<file path="src/rtl/barrel_shift_arbiter.sv">
// Round-robin arbiter sharing one barrel shifter between NREQ requesters, with a
// one-entry tagged result register. Optional grant locking: define BSHIFT_ARB_LOCK_EN.
module barrel_shift_arbiter #(
  parameter int unsigned LENGTH = 8,
  parameter int unsigned LEFT   = 1,
  parameter int unsigned NREQ   = 4,
  localparam int unsigned SW    = $clog2(LENGTH),
  localparam int unsigned IW    = $clog2(NREQ)
) (
  input  logic                 clk,
  input  logic                 reset,
  input  logic [NREQ-1:0]      req_valid,
  input  logic [NREQ*LENGTH-1:0] req_data,
  input  logic [NREQ*SW-1:0]   req_shamt,
`ifdef BSHIFT_ARB_LOCK_EN
  input  logic [NREQ-1:0]      req_lock,
`endif
  output logic [NREQ-1:0]      req_ready,
  output logic                 out_valid,
  output logic [LENGTH-1:0]    out_data,
  output logic [IW-1:0]        out_id,
  input  logic                 out_ready
);

  logic [IW-1:0]     r_rr_ptr;
  logic              r_out_valid;
  logic [LENGTH-1:0] r_out_data;
  logic [IW-1:0]     r_out_id;

  logic              w_accept;
  logic              w_any;
  logic              w_grant_ok;
  logic              w_xfer;
  logic [IW-1:0]     w_idx;
  logic [IW-1:0]     w_grant_idx;
  logic [IW-1:0]     w_next_ptr;
  logic [LENGTH-1:0] w_sel_data;
  logic [SW-1:0]     w_sel_shamt;
  logic [LENGTH-1:0] w_stage [SW+1];

`ifdef BSHIFT_ARB_LOCK_EN
  logic              r_locked;
  logic              w_lock_release;
`endif

  assign w_accept = ~r_out_valid | out_ready;

  // First valid requester at or above rr_ptr, wrapping modulo NREQ.
  always_comb begin
    w_any       = 1'b0;
    w_grant_idx = '0;
    w_idx       = '0;
    for (int k = 0; k < int'(NREQ); k++) begin
      w_idx = IW'((int'(r_rr_ptr) + k) % int'(NREQ));
      if (!w_any && req_valid[w_idx]) begin
        w_any       = 1'b1;
        w_grant_idx = w_idx;
      end
    end
  end

`ifdef BSHIFT_ARB_LOCK_EN
  // While locked rr_ptr names the owner; nobody else may win.
  assign w_grant_ok     = w_any & ~(r_locked & ~req_valid[r_rr_ptr]);
  assign w_lock_release = r_locked & w_accept & ~req_valid[r_rr_ptr];
`else
  assign w_grant_ok = w_any;
`endif

  always_comb begin
    req_ready = '0;
    if (!reset && w_accept && w_grant_ok) begin
      req_ready[w_grant_idx] = 1'b1;
    end
  end

  assign w_xfer     = |req_ready;
  assign w_next_ptr = (w_grant_idx == IW'(NREQ - 1)) ? '0 : w_grant_idx + 1'b1;

  // Without a grant w_grant_idx is zero, so the shifter sees requester 0.
  assign w_sel_data  = req_data[int'(w_grant_idx)*LENGTH +: LENGTH];
  assign w_sel_shamt = req_shamt[int'(w_grant_idx)*SW +: SW];

  assign w_stage[0] = w_sel_data;
  for (genvar b = 0; b < SW; b++) begin : g_stage
    localparam int unsigned Amt = 1 << b;
    if (LEFT != 0) begin : g_left
      assign w_stage[b+1] = w_sel_shamt[b] ? (w_stage[b] << Amt) : w_stage[b];
    end else begin : g_right
      assign w_stage[b+1] = w_sel_shamt[b] ? (w_stage[b] >> Amt) : w_stage[b];
    end
  end

  always_ff @(posedge clk) begin
    if (reset) begin
      r_rr_ptr    <= '0;
      r_out_valid <= 1'b0;
      r_out_data  <= '0;
      r_out_id    <= '0;
`ifdef BSHIFT_ARB_LOCK_EN
      r_locked    <= 1'b0;
`endif
    end else if (w_xfer) begin
      r_out_valid <= 1'b1;
      r_out_data  <= w_stage[SW];
      r_out_id    <= w_grant_idx;
`ifdef BSHIFT_ARB_LOCK_EN
      if (req_lock[w_grant_idx]) begin
        r_rr_ptr <= w_grant_idx;
        r_locked <= 1'b1;
      end else begin
        r_rr_ptr <= w_next_ptr;
        r_locked <= 1'b0;
      end
`else
      r_rr_ptr    <= w_next_ptr;
`endif
    end else begin
      if (out_ready) begin
        r_out_valid <= 1'b0;
      end
`ifdef BSHIFT_ARB_LOCK_EN
      // Owner went idle: drop the lock and resume rotation after it.
      if (w_lock_release) begin
        r_locked <= 1'b0;
        r_rr_ptr <= (r_rr_ptr == IW'(NREQ - 1)) ? '0 : r_rr_ptr + 1'b1;
      end
`endif
    end
  end

  assign out_valid = r_out_valid;
  assign out_data  = r_out_data;
  assign out_id    = r_out_id;

endmodule

</file>
<file path="config.mk">
export PLATFORM = sky130hd
export DESIGN_NAME = barrel_shift_arbiter
export DESIGN_NICKNAME = d
export VERILOG_FILES = /design/src/rtl/barrel_shift_arbiter.sv
export SDC_FILE = /design/constraint.sdc
export NUM_CORES = 1
export LEC_CHECK = 0
export ABC_CLOCK_PERIOD_IN_PS = 4000
export BUFFER_PORTS_ARGS = -buffer_cell sky130_fd_sc_hd__clkbuf_2
export CAP_MARGIN = 20
export CORE_UTILIZATION = 50
export CTS_CLUSTER_DIAMETER = 60
export DETAILED_ROUTE_END_ITERATION = 16
export PLACE_DENSITY = 0.83
export SETUP_SLACK_MARGIN = 0.05
export SLEW_MARGIN = 20
export SYNTH_ARGS = -nofsm -noshare
export SYNTH_HDL_FRONTEND = slang
export SYNTH_SLANG_ARGS = --single-unit
</file>
<file path="constraint.sdc">
create_clock -name clk -period 4 [get_ports clk]
set_input_delay 0.8 -clock clk [delete_from_list [all_inputs] [get_ports clk]]
set_output_delay 0.8 -clock clk [all_outputs]
set_load 0.02 [all_outputs]
</file>
After elaboration in Yosys (flattened, before gate mapping)
Index checks and enable logic that the tools add are counted.
{"block": "word_totals", "inputBits": 51, "reg_bits": 13, "output_inout_bits": 15, "elab_cells": 57}
{"block": "classes", "n_mul": 1, "bitwise_logic": 2, "eq_ne": 1, "mux": 25, "shifts": 2, "reduce_logical": 12, "magnitude_cmp": 6, "n_addsub": 4}
{"operator": "32-bit by 6-bit variable part select with 8-bit output", "count": 1}
{"operator": "8-bit 2-to-1 mux", "count": 3}
{"operator": "2-bit by 3-bit < comparator with 1-bit output, second input constant", "count": 5}
{"operator": "12-bit by 5-bit variable part select with 3-bit output", "count": 1}
{"operator": "1-bit 2-to-1 mux", "count": 11}
{"operator": "2-bit 2-to-1 mux", "count": 5}
{"operator": "1-bit binary-select mux with 2-bit select", "count": 4}
{"operator": "1-bit logical AND", "count": 6}
{"operator": "2-bit by 1-bit adder with 2-bit output, second input constant", "count": 2}
{"operator": "2-bit adder, second input constant", "count": 2}
{"operator": "1-bit zero test", "count": 4}
{"operator": "2-bit by 2-bit multiplier with 4-bit output, second input constant", "count": 1}
{"operator": "4-bit 2-to-1 mux", "count": 1}
{"operator": "4-bit OR reduction", "count": 1}
{"operator": "1-bit demux with 2-bit select", "count": 1}
{"operator": "2-bit == test, second input constant", "count": 1}
{"operator": "2-bit by 1-bit >= comparator with 1-bit output, second input constant", "count": 1}
{"operator": "2-bit nonzero test", "count": 1}
{"operator": "1-bit NOT", "count": 1}
{"operator": "1-bit OR", "count": 1}

Depth between registers and ports, before layout
Gate-level depths: netlist (run 1).
{"block": "depth", "word_depth": 19, "ltp_mapped": 11, "mapped_depth_nobuf": 9}

Least setup slack after synthesis (run 1)
OpenSTA, ideal clock, no wires.
{"block": "synth_path", "path_kind": "input-to-output", "from": "input port req_valid[0]", "to": "output port req_ready[3]", "n_path_buf": 1, "arrival_ns": 2.103, "path_slack_ns": 1.097, "t_required_ns": 3.200, "cell_stages": 6, "path_cell_list": "nand2b_1 > a21oi_1 > a211oi_4 > buf_2 > ha_1 > and2_1"}
{"block": "synth_via", "elab_chain_len": 17, "word_cells_on_any_way": 29, "cone_classes": "2 x order compare; 19 x mux; 8 x reduce/logical"}
{"element": "start, declared", "line": "12", "source": "input logic [NREQ-1:0] req_valid,"}
{"element": "1-bit binary-select mux with 2-bit select", "line": "55", "source": "if (!w_any && req_valid[w_idx]) begin"}
{"element": "1-bit 2-to-1 mux (not written as such)", "line": "55"}
{"element": "1-bit 2-to-1 mux", "line": "55"}
{"element": "1-bit zero test", "line": "55"}
{"element": "1-bit logical AND", "line": "55"}
{"element": "1-bit 2-to-1 mux", "line": "55"}
{"element": "1-bit zero test", "line": "55"}
{"element": "1-bit logical AND", "line": "55"}
{"element": "[2 not listed]"}
{"element": "1-bit logical AND", "line": "55"}
{"element": "2-bit 2-to-1 mux (*)", "line": "55"}
{"element": "net w_grant_idx[0]", "line": "35", "source": "logic [IW-1:0] w_grant_idx;"}
{"element": "2-bit by 3-bit < comparator with 1-bit output (not written as such) or 2-bit by 1-bit >= comparator with 1-bit output (tied branches)", "line": "73", "source": "req_ready[w_grant_idx] = 1'b1;"}
{"element": "1-bit logical AND (not written as such)", "line": "73"}
{"element": "1-bit 2-to-1 mux (not written as such)", "line": "73"}
{"element": "1-bit demux with 2-bit select (*)", "line": "73"}
{"element": "4-bit 2-to-1 mux (*)", "line": "72", "source": "if (!reset && w_accept && w_grant_ok) begin"}
{"element": "end, declared", "line": "18", "source": "output logic [NREQ-1:0] req_ready,"}
The timed path passes the listed nets; every way through them passes the cells marked *. The select of a mux whose other input is x is not followed.

Worst setup path in the final report (run 1)
{"block": "layout_path", "from": "input port req_valid[0]", "to": "output port req_ready[2]"}
{"block": "layout_via", "elab_chain_len": 17, "word_cells_on_any_way": 29, "cone_classes": "2 x order compare; 19 x mux; 8 x reduce/logical"}
{"element": "1-bit binary-select mux with 2-bit select", "line": "55"}
{"element": "1-bit 2-to-1 mux (not written as such)", "line": "55"}
{"element": "1-bit 2-to-1 mux", "line": "55"}
{"element": "1-bit zero test", "line": "55"}
{"element": "1-bit logical AND", "line": "55"}
{"element": "1-bit 2-to-1 mux", "line": "55"}
{"element": "1-bit zero test", "line": "55"}
{"element": "1-bit logical AND", "line": "55"}
{"element": "1-bit 2-to-1 mux", "line": "55"}
{"element": "1-bit zero test", "line": "55"}
{"element": "1-bit logical AND", "line": "55"}
{"element": "2-bit 2-to-1 mux", "line": "55"}
{"element": "2-bit by 3-bit < comparator with 1-bit output (not written as such) or 2-bit by 1-bit >= comparator with 1-bit output (tied branches)", "line": "73"}
{"element": "1-bit logical AND (not written as such)", "line": "73"}
{"element": "1-bit 2-to-1 mux (not written as such)", "line": "73"}
{"element": "1-bit demux with 2-bit select", "line": "73"}
{"element": "4-bit 2-to-1 mux (*)", "line": "72"}
Every way passes the cells marked *; elsewhere a longest branch is shown, timed or not. The select of a mux whose other input is x is not followed.

==> metrics.yaml, run 1 <==
ir_drop_uv: 335.7
synth_area_leaders: "dfxtp_1 19%, nand3_1 7.8%, nand2_1 5.6%"
overflow: 0
async_flop_share_pct: 0
ioPinCount: 66
ys_warn_count: 0
ant_nets: 0
synth_area_sq_um: 1341
wl_um: 3544
nets: 294
crit_chain: "clkbuf_2 > nand2b_1 > a21o_1 > nand2_8 > inv_4 > ha_1 > and2_1 > clkbuf_2"
synth_nets: 229
critical-path-max-stage-delay_ps: 450
track_usage_pct: 26.96
rsz0062_at_grt: "no"
fin_tns_setup_ps: 0
synthTopCellsByCount: "21 x nand3_1, 20 x nand2_1, 13 x dfxtp_1"
utilization_pct: 68.37
status: "finished clean"
cts_made_buffers: 3
drv_cap: 0
vias: 1602
fillers: 251
cp.arrival_ps: 2310
min-delay-start: "out_data[6]$_SDFFE_PP0P_"
post-route-period-util_pct: 77.84
hold_violations: 0
synth-seq-area-share_pct: 19.40
wl_per_cell_um: 13.22
hold_path.class: "reg2reg"
core_sq_um: 2500
synth_top_area_cell: "dfxtp_1"
clock_path_buffers: 2
syn2layout_area_growth_pct: 27.43
n_antenna_cell: 0
fp-row-count: 18
synth-main-ff-cell: "dfxtp_1"
drive_gt1_share_pct: 37.82
clk_pin_slew_ps: 80
die_w_um: 53.80
slew_viol_final: 0
clk_latency_ps: 280
first_iter_violations: 42
die_h_um: 53.80
endpoint_kind: "output port"
cts_root_buf: "clkbuf_4"
ff2ff_setup_slack_ps: 1350
cp.required_ps: 3200
cts.sinks: 13
r2r-start: "r_rr_ptr[1]$_SDFFE_PP0P_"
relSlewSlack_pct: 57.68
synth_cell_types: 45
cp-start-kind: "input pin"
p_leak_nw: 0.7859
hold-path-cell-count: 2
setup_violations: 0
antenna_found_initial: 0
cp_slowest_cell: "a21o_1"
grt_pass1_wl_um: 5747
route.detailed.drc: 0
h-tree-depth: 1
fin_worst_skew_ps: 3.357
cellPowerDensity_nw_per_um2: 402.7
yosysMostFrequentCell: "nand3_1"
grt_pass1_vias: 1397
hold_buffers: 0
port_buffers: 65
synth_edf_count: 0
dieArea_sq_um: 2894
fmax_mhz: 321.2
via_per_inst: 5.978
synth_seq_cells: 13
place_hpwl_um: 2867
gp_congestion: 0.8964
post_cts.repair.setup_buffers: 0
period_needed_ps: 3114
r2r_cells: 8
synth_top_area_share_pct: 19.40
grt_max_degree: 18
r2r_end: "out_data[7]$_SDFFE_PP0P_"
synth_cells: 174
final_area_sq_um: 1709
critPathMaxFanout: 14
min_to: "out_data[6]$_SDFFE_PP0P_"
cp_common_cell: "clkbuf_2"
worst_slew_pin_slew_ps: 634.7
avgSynthCellArea_sq_um: 7.709
dpl-instance-area_sq_um: 1682
cts_resized: 0
critical_path_class: "in2out"
initial_utilization_pct: 53.65
cts_tree: "done"
first_pass_iters: 5
==> state kept, by name, indices dropped and copies added (netlist names) <==
signal / count
out_id: 2
out_valid: 1
r_rr_ptr: 2
out_data: 8
==> stage by stage <==
| stage | setup WS, ps | total power [W] | hold WS (ps) | std cells |
|---|---|---|---|---|
| finish | 886.3 | 0.0006883 | 454.7 | 268 |
| floorplan | 1097 | 0.0005000 | 489.0 | 174 |
| detailed placement | 886.2 | 0.0006077 | 445.5 | 264 |
| global route | 714.4 | 0.0007503 | 475.8 | 268 |
| global placement | 911.8 | 0.0006022 | 439.7 | 264 |
| CTS | 879.3 | 0.0006892 | 458.6 | 268 |
==> cells by family (layout without fill, tap and decap cells) <==
group / count (synthesis) / count (layout) / share of synthesized area (%)
DFF: 13 / 13 / 19.40
buffers and inverters: 12 / 76 / 4.384
and+or+nand+nor: 75 / 75 / 28.26
muxes: 15 / 15 / 12.87
adders and majority gates: 4 / 4 / 3.731
AOI/OAI and AO/OA: 55 / 55 / 31.35
==> layout by cell type, fill, tap and decap left out, types with 4 or more instances in the layout <==
cell and instances:
o21ai_0 10, nand4_1 4, and2_1 4, nor2_1 11, a211oi_1 4, nand2_1 20
mux2i_2 5, clkbuf_2 65, ha_1 4, dfxtp_1 13, nand3_1 21, o2111ai_1 8
o211ai_1 5, mux2i_1 7, a21oi_1 10, and3_1 5
==> metal layers <==
metal	global-route usage, %	share of wire, %	vias up
met5	0	0	-
met1	32.66	45	737
met3	6.215	5.0	0
met2	49.18	50	58
li1	-	-	807
met4	2.632	0	0
==> final cells by class <==
cell class / instances / area [sq um] / area share, %
Clock buffer: 3 / 22.52 / 1.318
Clock inverter: 1 / 5.005 / 0.2928
Inverter: 5 / 21.27 / 1.245
Multi-Input combinational cell: 149 / 1022 / 59.81
Sequential cell: 13 / 260.3 / 15.23
Tap cell: 30 / 37.54 / 2.196
Timing Repair Buffer: 67 / 340.3 / 19.91
==> how the worst max path moves through the flow <==
stage,start,endpoint,slack (ps)
finish,req_valid[0],req_ready[2],890
global route,req_valid[0],req_ready[2],710
CTS,req_valid[0],req_ready[2],880
detailed placement,req_valid[0],req_ready[2],890
global placement,req_valid[0],req_ready[2],910
floorplan,req_valid[0],req_ready[3],1100
==> where the power goes <==
group	leakage [nW]	internal (W)	switching [W]
Combinational	0.662	0.000172	0.000270
Sequential	0.106	0.000150	0.0000141
Clock	0.0177	0.0000371	0.0000437
==> critical path, delay by kind of cell <==
kind / cells / cell delay [ps]
compound gates: 1 / 450
buf+inv: 3 / 470
simple gates: 3 / 360
fa+ha+maj: 1 / 220
Power figures use the tool's default switching activity.
==> run 2, diff against run 1 <==
ABC_CLOCK_PERIOD_IN_PS = 2800   (was 4000)
CORE_UTILIZATION = 42   (was 50)
PLACE_DENSITY = 0.74   (was 0.83)
clock period = 2.8 ns   (was 4 ns; I/O delays follow)
==> run 2 against run 1 <==
Effect of this change:
- utilization is 10 points lower
- critical path depth is 1 lower
- worst hold slack worse by 2.3 ps
- clock-buffer cell count is 1 higher
- combinational power is 51% higher
- power is 48% higher
- first-iteration DRC count is 120% higher
- cell count is 7.5% higher
- critical path type is now reg2out
==> metrics.yaml, run 2 (synthesis results as in run 1) <==
status: "finished clean"
seq_area_sq_um: 260.3  # unchanged
ant_nets: 0  # unchanged
layout_common_cells: "65 x clkbuf_2, 21 x nand3_1, 20 x nand2_1"
r2r_end: "out_data[7]$_SDFFE_PP0P_"
crit_buf_inv: 2  # -1
largest_reg_flops: 8  # unchanged
worst_slew_pin_slew_ps: 500.8  # -134.0 ps
setup_violations: 0  # unchanged
h-tree-depth: 1  # unchanged
utilization_pct: 58.24  # -10 points
drive_gt1_share_pct: 39.34  # +1.5 points
n_antenna_cell: 0  # unchanged
fin_tns_setup_ps: 0  # unchanged
relSlewSlack_pct: 65.95  # +8.3 points
cts_tree: "done"
gp_congestion: 0.8187  # -8.7%
cp.arrival_ps: 2080  # -230 ps
holdWs_ps: 452.4  # -2.290 ps
crit_cells: 7  # -1
die_h_um: 58.51  # +8.8%
fmax_mhz: 378.2
critical_path_class: "reg2out"
cts.sinks: 13  # unchanged
hold_violations: 0  # unchanged
first_iter_violations: 92  # +120%
syn2layout_area_growth_pct: 32.56
startpoint: "r_rr_ptr[1]$_SDFFE_PP0P_"
p_leak_nw: 0.8167  # +3.9%
die_w_um: 58.51  # +8.8%
cp_top_family: "flip-flops"
route.detailed.drc: 0  # unchanged
cp-start-kind: "register"
rsz0062_at_grt: "no"
fin_worst_skew_ps: 6.206  # +2.849 ps
cts_root_buf: "clkbuf_4"
r2r_cells: 9  # +1
vias: 1563  # -2.4%
fp-row-count: 20  # +2
wl_per_cell_um: 12.97  # -1.9%
first_pass_iters: 4  # -1
antenna_found_initial: 0  # unchanged
slew_viol_final: 0  # unchanged
place_hpwl_um: 3012  # +5.1%
grt_pass1_vias: 1358  # -2.8%
overflow: 0  # unchanged
grt_pass1_wl_um: 5823  # +1.3%
ff2ff_setup_slack_ps: 300  # -1050 ps
multi_input_area_sq_um: 1030  # +0.73%
track_usage_pct: 21.97  # -5.0 points
grt_max_degree: 15  # -3
drv_cap: 0  # unchanged
hold_buffers: 0  # unchanged
period_needed_ps: 2644
ioPinCount: 66  # unchanged
critical-path-max-stage-delay_ps: 500  # +50 ps
clk_pin_slew_ps: 80  # about the same
setup.worst_path.end: "req_ready[3]"
hold_path.class: "reg2reg"
port_buffers: 65  # unchanged
mostFrequentLayoutCell: "clkbuf_2"
via_per_inst: 5.427  # -9.2%
ir_drop_uv: 306.7  # -8.6%
core_sq_um: 3053  # +22%
clock_path_buffers: 2  # unchanged
dieArea_sq_um: 3423  # +18%
r2r-start: "r_rr_ptr[1]$_SDFFE_PP0P_"
wl_um: 3736  # +5.4%
cts_made_buffers: 3  # unchanged
initial_utilization_pct: 43.93  # -9.7 points
cellPowerDensity_nw_per_um2: 573.1  # +42%
endpoint_kind: "output port"
crit_chain: "nand2_2 > a211o_4 > nand2_8 > inv_4 > ha_1 > and2_1 > clkbuf_2"
fillers: 304  # +21%
nets: 300  # +2.0%
critPathMaxFanout: 14  # unchanged
clk_latency_ps: 280  # about the same
cp.required_ps: 2240  # -960 ps
cp_slowest_cell: "dfxtp_1"
post-route-period-util_pct: 94.44
[run 2: changes by cell type in the layout (fill, tap and decap cells not counted), sizes merged]
cell	change
clkbuf	+1
buf	+6
clkinv	-1
[run 2: metal layers]
layer  global-route usage [%]  wire length (um)  vias to the layer above
met5                        0                 0                        -
met4                    2.381                22                        0
met3                    5.275               223                        4
met2                    38.26              1766                       53
met1                    28.48              1724                      693
li1                         -                 -                      813
[run 2: worst min path at each step]
stage,startpoint,to,slack [ps],depth (start not counted)
finish,out_data[0]$_SDFFE_PP0P_,out_data[0]$_SDFFE_PP0P_,450,2
global route,out_data[0]$_SDFFE_PP0P_,out_data[0]$_SDFFE_PP0P_,480,2
CTS,out_data[0]$_SDFFE_PP0P_,out_data[0]$_SDFFE_PP0P_,460,2
detailed placement,out_data[0]$_SDFFE_PP0P_,out_data[0]$_SDFFE_PP0P_,450,2
global placement,out_data[1]$_SDFFE_PP0P_,out_data[1]$_SDFFE_PP0P_,440,2
floorplan,r_rr_ptr[0]$_SDFFE_PP0P_,r_rr_ptr[0]$_SDFFE_PP0P_,490,2
[run 2: area by class of cell]
cell class / instances / area share, %
multi-input cells: 149 / 57.92
repair buffers: 73 / 21.67
flip-flops and latches: 13 / 14.64
well taps: 44 / 3.096
inverters: 5 / 1.196
clock buffers: 4 / 1.478
[run 2: worst reg2reg max path: cells and delay by family (launching register included)]
| family | cells | cell delay, ps |
|---|---|---|
| simple gates | 2 | 250 |
| buf+inv | 1 | 100 |
| mux | 2 | 610 |
| flops | 1 | 500 |
| compound gates | 4 | 970 |
[run 2: power by group]
part | internal, W | switching, W
Clock | 0.0000553 | 0.0000607
Sequential | 0.000215 | 0.0000217
Combinational | 0.000268 | 0.000399
Total | 0.000538 | 0.000481
[run 2: metrics by stage]
stage | setup slack (ps) | std cells | total power (W) | area (sq um)
2_1_floorplan | 162.1 | 174 | 0.0007143 | 1341
3_3_place_gp | 105.8 | 284 | 0.0008955 | 1752
3_5_place_dp | 56.72 | 284 | 0.0009022 | 1752
4_1_cts | 127.4 | 288 | 0.001020 | 1778
5_1_grt | 58.71 | 288 | 0.001098 | 1778
6_report | 155.8 | 288 | 0.001019 | 1778
[run 2: repair_timing]
item | in CTS | in global routing
hold endpoints to repair | 0 | 0
endpoints found under the setup margin | 0 | 2
setup buffers | 0 | 0
gates resized for setup | 0 | 0
